### config.mk
export PLATFORM = sky130hd
export DESIGN_NAME = mem_arbiter
export DESIGN_NICKNAME = d
export VERILOG_FILES = /design/src/rtl/mem_arb_pkg.sv /design/src/rtl/mem_arb_resp_pipe.sv /design/src/rtl/mem_arbiter.sv
export SDC_FILE = /design/constraint.sdc
export NUM_CORES = 1
export LEC_CHECK = 0
export ABC_AREA = 1
export CORE_MARGIN = 3
export CORE_UTILIZATION = 30
export DETAILED_ROUTE_END_ITERATION = 8
export HOLD_SLACK_MARGIN = 0.05
export PLACE_DENSITY = 0.78
export RECOVER_POWER = 25
export SLEW_MARGIN = 15
export SYNTH_ARGS = -nofsm -noshare
export SYNTH_HDL_FRONTEND = slang
export SYNTH_SLANG_ARGS = --single-unit
### constraint.sdc
create_clock -name clk -period 1.8 [get_ports clk]
set_clock_uncertainty 0.2 [all_clocks]
set_input_delay 0.54 -clock clk [delete_from_list [all_inputs] [get_ports clk]]
set_output_delay 0.54 -clock clk [all_outputs]
set_load 0.05 [all_outputs]
### src/rtl/mem_arb_pkg.sv
// rtl/mem_arb_pkg.sv - shared owner tags and write-enable constants for the memory arbiter
package mem_arb_pkg;

  typedef enum logic [1:0] {
    OWN_NONE = 2'd0,
    OWN_INST = 2'd1,
    OWN_DATA = 2'd2
  } owner_t;

  localparam logic [3:0] WEA_NONE = 4'b0000;
  localparam logic [3:0] WEA_WORD = 4'b1111;

endpackage

### src/rtl/mem_arb_resp_pipe.sv
// rtl/mem_arb_resp_pipe.sv - owner-tag delay line that says which port a RAM read beat belongs to
module mem_arb_resp_pipe
  import mem_arb_pkg::*;
#(
  parameter int DEPTH = 1
) (
  input  logic   clk,
  input  logic   clr_i,
  input  owner_t tag_i,
  output owner_t tag_o
);

  owner_t pipe_q [DEPTH];

  // Shift the issuing owner down the line; a clear drops every read still in flight
  always_ff @(posedge clk) begin
    if (clr_i) begin
      for (int i = 0; i < DEPTH; i++) begin
        pipe_q[i] <= OWN_NONE;
      end
    end else begin
      pipe_q[0] <= tag_i;
      for (int i = 1; i < DEPTH; i++) begin
        pipe_q[i] <= pipe_q[i-1];
      end
    end
  end

  assign tag_o = pipe_q[DEPTH-1];

endmodule

### src/rtl/mem_arbiter.sv
// rtl/mem_arbiter.sv - single-port RAM arbiter, data port over inst port; MEM_ARB_STARVE_GUARD_EN adds an inst starvation guard
module mem_arbiter
  import mem_arb_pkg::*;
#(
  parameter int ADDR_SHIFT = 2,
  parameter int RD_LATENCY = 1,
  parameter int STARVE_MAX = 4
) (
  input  logic        clk,
  input  logic        rst,
  input  logic        i_req,
  input  logic [31:0] i_addr,
  output logic        i_gnt,
  output logic        i_rvalid,
  output logic [31:0] i_rdata,
  input  logic        d_req,
  input  logic [3:0]  d_we,
  input  logic [31:0] d_addr,
  input  logic [31:0] d_wdata,
  output logic        d_gnt,
  output logic        d_rvalid,
  output logic [31:0] d_rdata,
  output logic        m_ena,
  output logic [3:0]  m_wea,
  output logic [31:0] m_addra,
  output logic [31:0] m_dina,
  input  logic [31:0] m_douta
);

  logic        force_inst;
  owner_t      tag_d;
  owner_t      tag_due;
  logic [31:0] i_rdata_q;
  logic [31:0] d_rdata_q;

`ifdef MEM_ARB_STARVE_GUARD_EN
  localparam int SW = $clog2(STARVE_MAX + 1);

  logic [SW-1:0] starve_q;
  logic [SW-1:0] starve_d;

  assign force_inst = (starve_q == SW'(STARVE_MAX));

  // Count back-to-back inst denials; a grant or a withdrawn request restarts the run
  always_comb begin
    starve_d = '0;
    if (i_req && !i_gnt) begin
      starve_d = starve_q + SW'(1);
    end
  end

  // Denial counter register
  always_ff @(posedge clk) begin
    if (rst) begin
      starve_q <= '0;
    end else begin
      starve_q <= starve_d;
    end
  end
`else
  logic unused_starve_cfg;

  assign force_inst        = 1'b0;
  assign unused_starve_cfg = (STARVE_MAX != 0);
`endif

  // Pick one requester per cycle and steer its request onto the RAM port
  always_comb begin
    i_gnt   = 1'b0;
    d_gnt   = 1'b0;
    m_ena   = 1'b0;
    m_wea   = WEA_NONE;
    m_addra = '0;
    m_dina  = '0;
    tag_d   = OWN_NONE;
    if (!rst) begin
      if (i_req && (force_inst || !d_req)) begin
        i_gnt   = 1'b1;
        m_ena   = 1'b1;
        m_addra = i_addr >> ADDR_SHIFT;
        tag_d   = OWN_INST;
      end else if (d_req) begin
        d_gnt   = 1'b1;
        m_ena   = 1'b1;
        m_addra = d_addr >> ADDR_SHIFT;
        m_wea   = d_we & WEA_WORD;
        m_dina  = d_wdata;
        if (d_we == WEA_NONE) begin
          tag_d = OWN_DATA;
        end
      end
    end
  end

  mem_arb_resp_pipe #(
    .DEPTH (RD_LATENCY)
  ) u_resp_pipe (
    .clk   (clk),
    .clr_i (rst),
    .tag_i (tag_d),
    .tag_o (tag_due)
  );

  assign i_rvalid = !rst && (tag_due == OWN_INST);
  assign d_rvalid = !rst && (tag_due == OWN_DATA);

  // Keep the last delivered word of each port visible between responses
  always_ff @(posedge clk) begin
    if (rst) begin
      i_rdata_q <= '0;
      d_rdata_q <= '0;
    end else begin
      if (i_rvalid) begin
        i_rdata_q <= m_douta;
      end
      if (d_rvalid) begin
        d_rdata_q <= m_douta;
      end
    end
  end

  assign i_rdata = rst ? '0 : (i_rvalid ? m_douta : i_rdata_q);
  assign d_rdata = rst ? '0 : (d_rvalid ? m_douta : d_rdata_q);

endmodule

== Word-level counts from Yosys, hierarchy flattened ==
Memory sizes are Yosys's and may differ from the RTL's.
Index checks and enable logic that the tools add are counted.

* Equality and inequality tests: 2
* Muxes and demuxes: 29
* Reductions and logical operators: 7

{| class="wikitable"
|+ Operators by type and width
! cell !! count
|-
| 32-bit two-way mux || 7
|-
| 30-bit two-way mux || 3
|-
| 4-bit two-way mux || 3
|-
| 1-bit two-way mux || 11
|-
| 2-bit two-way mux || 5
|-
| 4-bit zero test || 1
|-
| 1-bit logical AND || 3
|-
| 2-bit by 1-bit equality test with 1-bit output (second input constant) || 1
|-
| 2-bit equality test (second input constant) || 1
|-
| 1-bit zero test || 2
|-
| 2-bit OR reduction || 1
|}

* Register bits after elaboration: 64
* RAM bits: 2
* Input port bits: 136
* Output and inout bits: 137
* Logic and storage cells: 41
* Memories: 1

{| class="wikitable"
|+ Memory list
! name !! words !! width !! rd ports !! clocked after memory_dff !! wr ports !! line !! source
|-
| u_resp_pipe.pipe_q || 1 || 2 || 1 || 0 || 1 || mem_arb_resp_pipe.sv:13 || <nowiki>owner_t pipe_q [DEPTH];</nowiki>
|}

== Logic depth before layout (Yosys ltp) ==
* Depth in word-level cells: 6
* Mapped depth: 8
* Gate-level depth less buffers: 5

== Cells and area by module ==
Synthesis repeated with hierarchy kept, for this count alone.

* Cells, all modules: 606
* Area total of the unflattened synthesis: 3503.4 µm²

{| class="wikitable"
|+ Modules (own cells, without submodules)
! module !! times used !! cells an instance !! area an instance (µm²) !! seq. area each (µm²)
|-
| mem_arbiter || 1 || 600 || 3448.3 || 1281.2
|-
| mem_arb_resp_pipe || 1 || 6 || 55.1 || 40.0
|}

== Worst setup path after synthesis ==
No wires, ideal clock.

* Kind: input -> output
* Start: input rst
* End: output i_rdata[10]
* Arrival: 2.137 ns
* Required time: 1.060 ns
* Path slack: -1.077 ns
* Stages: 5
* Buffers on the path: 2
* Cells stage by stage: buf_6 > inv_4 > nand3_4 > clkbuf_1 > o21ai_0

* Cells in the longest elaborated chain, start to end: 4

{| class="wikitable"
|+ RTL lines
! what !! line !! source
|-
| from (decl) || mem_arbiter.sv:10 || <nowiki>input logic rst,</nowiki>
|-
| 1-bit zero test || mem_arbiter.sv:104 || <nowiki>assign i_rvalid = !rst && (tag_due == OWN_INST);</nowiki>
|-
| 1-bit logical AND || mem_arbiter.sv:104 ||
|-
| 32-bit two-way mux || n/a ||
|-
| 32-bit two-way mux (*) || n/a ||
|-
| to (decl) || mem_arbiter.sv:15 || <nowiki>output logic [31:0] i_rdata,</nowiki>
|}

Every way passes the cells marked *; elsewhere a longest branch is shown, timed or not.

== Worst setup path in the final report ==
* Start: memory u_resp_pipe.pipe_q[0][1] (netlist name)
* End: output d_rdata[3]

* Cells in the longest elaborated chain, start to end: 5

{| class="wikitable"
|+ RTL lines
! what !! line !! source
|-
| from (decl) || mem_arb_resp_pipe.sv:13 ||
|-
| memory read 1 x 2 bit || n/a ||
|-
| 2-bit equality test || mem_arbiter.sv:105 || <nowiki>assign d_rvalid = !rst && (tag_due == OWN_DATA);</nowiki>
|-
| 1-bit logical AND || mem_arbiter.sv:105 ||
|-
| 32-bit two-way mux (2 in series) || n/a ||
|-
| to (decl) || mem_arbiter.sv:22 || <nowiki>output logic [31:0] d_rdata,</nowiki>
|}

Every way passes these cells.

==> impl_metrics.json <==
{
  "outcome": "finished with violations",
  "violations": "setup timing",
  "synthesis.area_um2": 3351,
  "crit_fanout": 13,
  "reg2reg_from": "u_resp_pipe.pipe_q[0][1]",
  "cts_tree": "done",
  "crit_type": "flop to output pin",
  "numCtsBuffers": 9,
  "end_kind": "output pin",
  "maxCapViolCount": 0,
  "die_height_um": 111.7,
  "first_pass_iters": 5,
  "cp.required_ns": 1.06,
  "grt_overflow": 0,
  "crit_path_cell_trace": "buf_4 > nand3_2 > buf_12 > nand2_1 > nand2_2 > clkinvlp_4 > buf_6",
  "pwr-share-clk_pct": 29.2,
  "die_area_um2": 12470,
  "internal-power_mw": 3.244,
  "vias": 5177,
  "drt_iter0_drc": 394,
  "power.density_nw_per_um2": 502.7,
  "grt_max_degree": 33,
  "clock-root-buffer": "clkbuf_8",
  "initial_core_util_pct": 31.61,
  "core_um2": 10600,
  "period_share_pct": 136.0,
  "syn_inst": 540,
  "final_cell_mix": "buf_12, clkdlybuf4s50_1, nand2_1",
  "fp.dieW_um": 111.7,
  "ys_warn_count": 0,
  "ant_nets": 0,
  "min_delay_path_depth": 2,
  "rsz0062_at_grt": "yes",
  "grt_usage_pct": 35.30,
  "worst-path-buf-inv": 4,
  "r2r_end": "i_rdata_q[8]",
  "reg2reg_slack_ns": 0.20,
  "maxSlewViolCount": 0,
  "p_total_mw": 4.972,
  "wl_per_cell_um": 24.61,
  "seq_area_frac_synth_pct": 39.43,
  "worst_slack_ns": -0.6480,
  "switching_share_pct": 34.75,
  "p_seq_share_pct": 30.3,
  "cp_slowest_cell": "dfxtp_2",
  "crit_arrival_ns": 1.71,
  "startpoint_type": "flop",
  "cts_sinks": 66,
  "hp-start": "d_req",
  "grt_pass1_wl_um": 33880,
  "area.growth.synth_to_final_pct": 195.2,
  "synth_cell_types": 21,
  "avgViaCountPerCell": 5.224,
  "vdd_drop_max_uv": 395.0,
  "num_rows": 37,
  "hold_path_class": "input pin to flop",
  "totalWireLength_um": 24390,
  "port_buffers": 266,
  "hold_end": "u_resp_pipe.pipe_q[0][0]",
  "ios": 273,
  "htreeDepth": 3,
  "slowest_delay_ns": 0.35,
  "path_clk_slew_ns": 0.08,
  "layout_commonest_cell": "buf_12",
  "dp_hpwl_um": 13680,
  "p_leak_nw": 4.228,
  "cts_buffer_depth": 2,
  "r2r_cells": 7,
  "drc": 0,
  "insertion_delay_ns": 0.36,
  "power.switching_mw": 1.728,
  "worst_hold_slack_ns": 0.2568,
  "avgSynthCellArea_um2": 6.205,
  "ys_seq_elements": 66,
  "max_freq_mhz": 408.5,
  "crit_family": "buffers and inverters",
  "drive_above_1_share_pct": 54.10,
  "hold_viol": 0,
  "nets": 985,
  "place.gp.congestion": 0.8662,
  "period_minus_slack_ns": 2.448,
  "grt_pass1_vias": 5855,
  "grt_antenna_before_repair": 0,
  "setup_viol": 135,
  "cts_hold_buf": 0,
  "comb_power_share_pct": 40.6
}
layer usage:
| metal | GRT usage, % | wire length (um) | up-vias |
|---|---|---|---|
| li1 | - | - | 2251 |
| met1 | 33.32 | 7860 | 2489 |
| met2 | 66.23 | 12920 | 324 |
| met3 | 8.533 | 1699 | 113 |
| met4 | 24.57 | 1909 | 0 |
| met5 | 0 | 0 | - |
metrics by stage:
stage / setup slack [ns] / area, um^2 / std cells / TNS (ns) / utilization [%]
2_1_floorplan: -0.3582 / 4667 / 541 / -36.55 / -
3_3_place_gp: -0.8445 / 8449 / 940 / -82.59 / 79.70
3_5_place_dp: -0.9087 / 8449 / 940 / -86.94 / 79.70
4_1_cts: -0.5248 / 9697 / 983 / -60.41 / 91.47
5_1_grt: -0.7201 / 9889 / 990 / -73.78 / 93.28
6_report: -0.6480 / 9892 / 991 / -67.84 / 93.31
flip-flops by register name (all words and copies together), names as in the netlist:
name and cells:
d_rdata_q 32, u_resp_pipe.pipe_q 2, i_rdata_q 32
synth_stat cells:
| library cell | count | share of area (%) |
|---|---|---|
| buf_6 | 5 | 1.7 |
| inv_4 | 1 | 0.19 |
| nand3_4 | 1 | 0.52 |
| inv_1 | 71 | 8.0 |
| clkbuf_1 | 9 | 1.0 |
| nand3_2 | 1 | 0.30 |
| conb_1 | 1 | 0.11 |
| nand4_1 | 1 | 0.19 |
| nor2_2 | 1 | 0.19 |
| nor3_1 | 1 | 0.15 |
| o21ai_1 | 2 | 0.30 |
| inv_2 | 3 | 0.34 |
| nand3_1 | 64 | 9.6 |
| nand2_1 | 219 | 25 |
| nor3_4 | 1 | 0.49 |
| buf_2 | 17 | 2.5 |
| nand2_2 | 1 | 0.19 |
| o21ai_0 | 31 | 4.6 |
| dfxtp_1 | 66 | 39 |
| buf_4 | 7 | 1.6 |
| nor2_1 | 37 | 4.1 |
power by group through the flow:
stage	Sequential [mW]	Combinational, mW	Clock (mW)
final	1.51	2.02	1.45
after global routing	1.51	2.06	1.51
after CTS	1.50	1.93	1.45
after detailed placement	1.54	1.72	0
after global placement	1.54	1.69	0
after floorplan	1.53	0.844	0
worst max-delay path by stage:
stage / start / endpoint / slack (ns) / cells after the start
finish: u_resp_pipe.pipe_q[0][1] / d_rdata[3] / -0.65 / 7
global route: u_resp_pipe.pipe_q[0][1] / d_rdata[3] / -0.72 / 7
CTS: u_resp_pipe.pipe_q[0][1] / d_rdata[11] / -0.52 / 8
detailed placement: d_req / m_addra[29] / -0.91 / 6
global placement: d_req / m_addra[29] / -0.84 / 6
floorplan: rst / i_rdata[10] / -0.36 / 5
kinds of logic (layout without fill, tap and decap cells):
family          Yosys count  after routing  share of synthesized area (%)
compound gates           33             33                          4.929
buf+inv                 113            426                          15.27
flops                    66             66                          39.43
other cells               1              3                         0.1119
simple gates            327            327                          40.25
final cells by class:
cell class	instances	area [um^2]
fillers	333	709.4
flip-flops and latches	66	1324
diodes	1	2.502
repair buffers	335	4878
well taps	136	170.2
inverters	75	426.7
clock inverters	7	100.1
multi-input cells	362	2867
clock buffers	9	123.9
timing repair:
item | in CTS | in global routing
buffers inserted | 17 | 9
cloned | 12 | 3
pin swaps | 60 | 38
resized for setup | 171 | 31
endpoints found under the setup margin | 135 | 135
No activity file was read; power rests on OpenSTA's default activity.
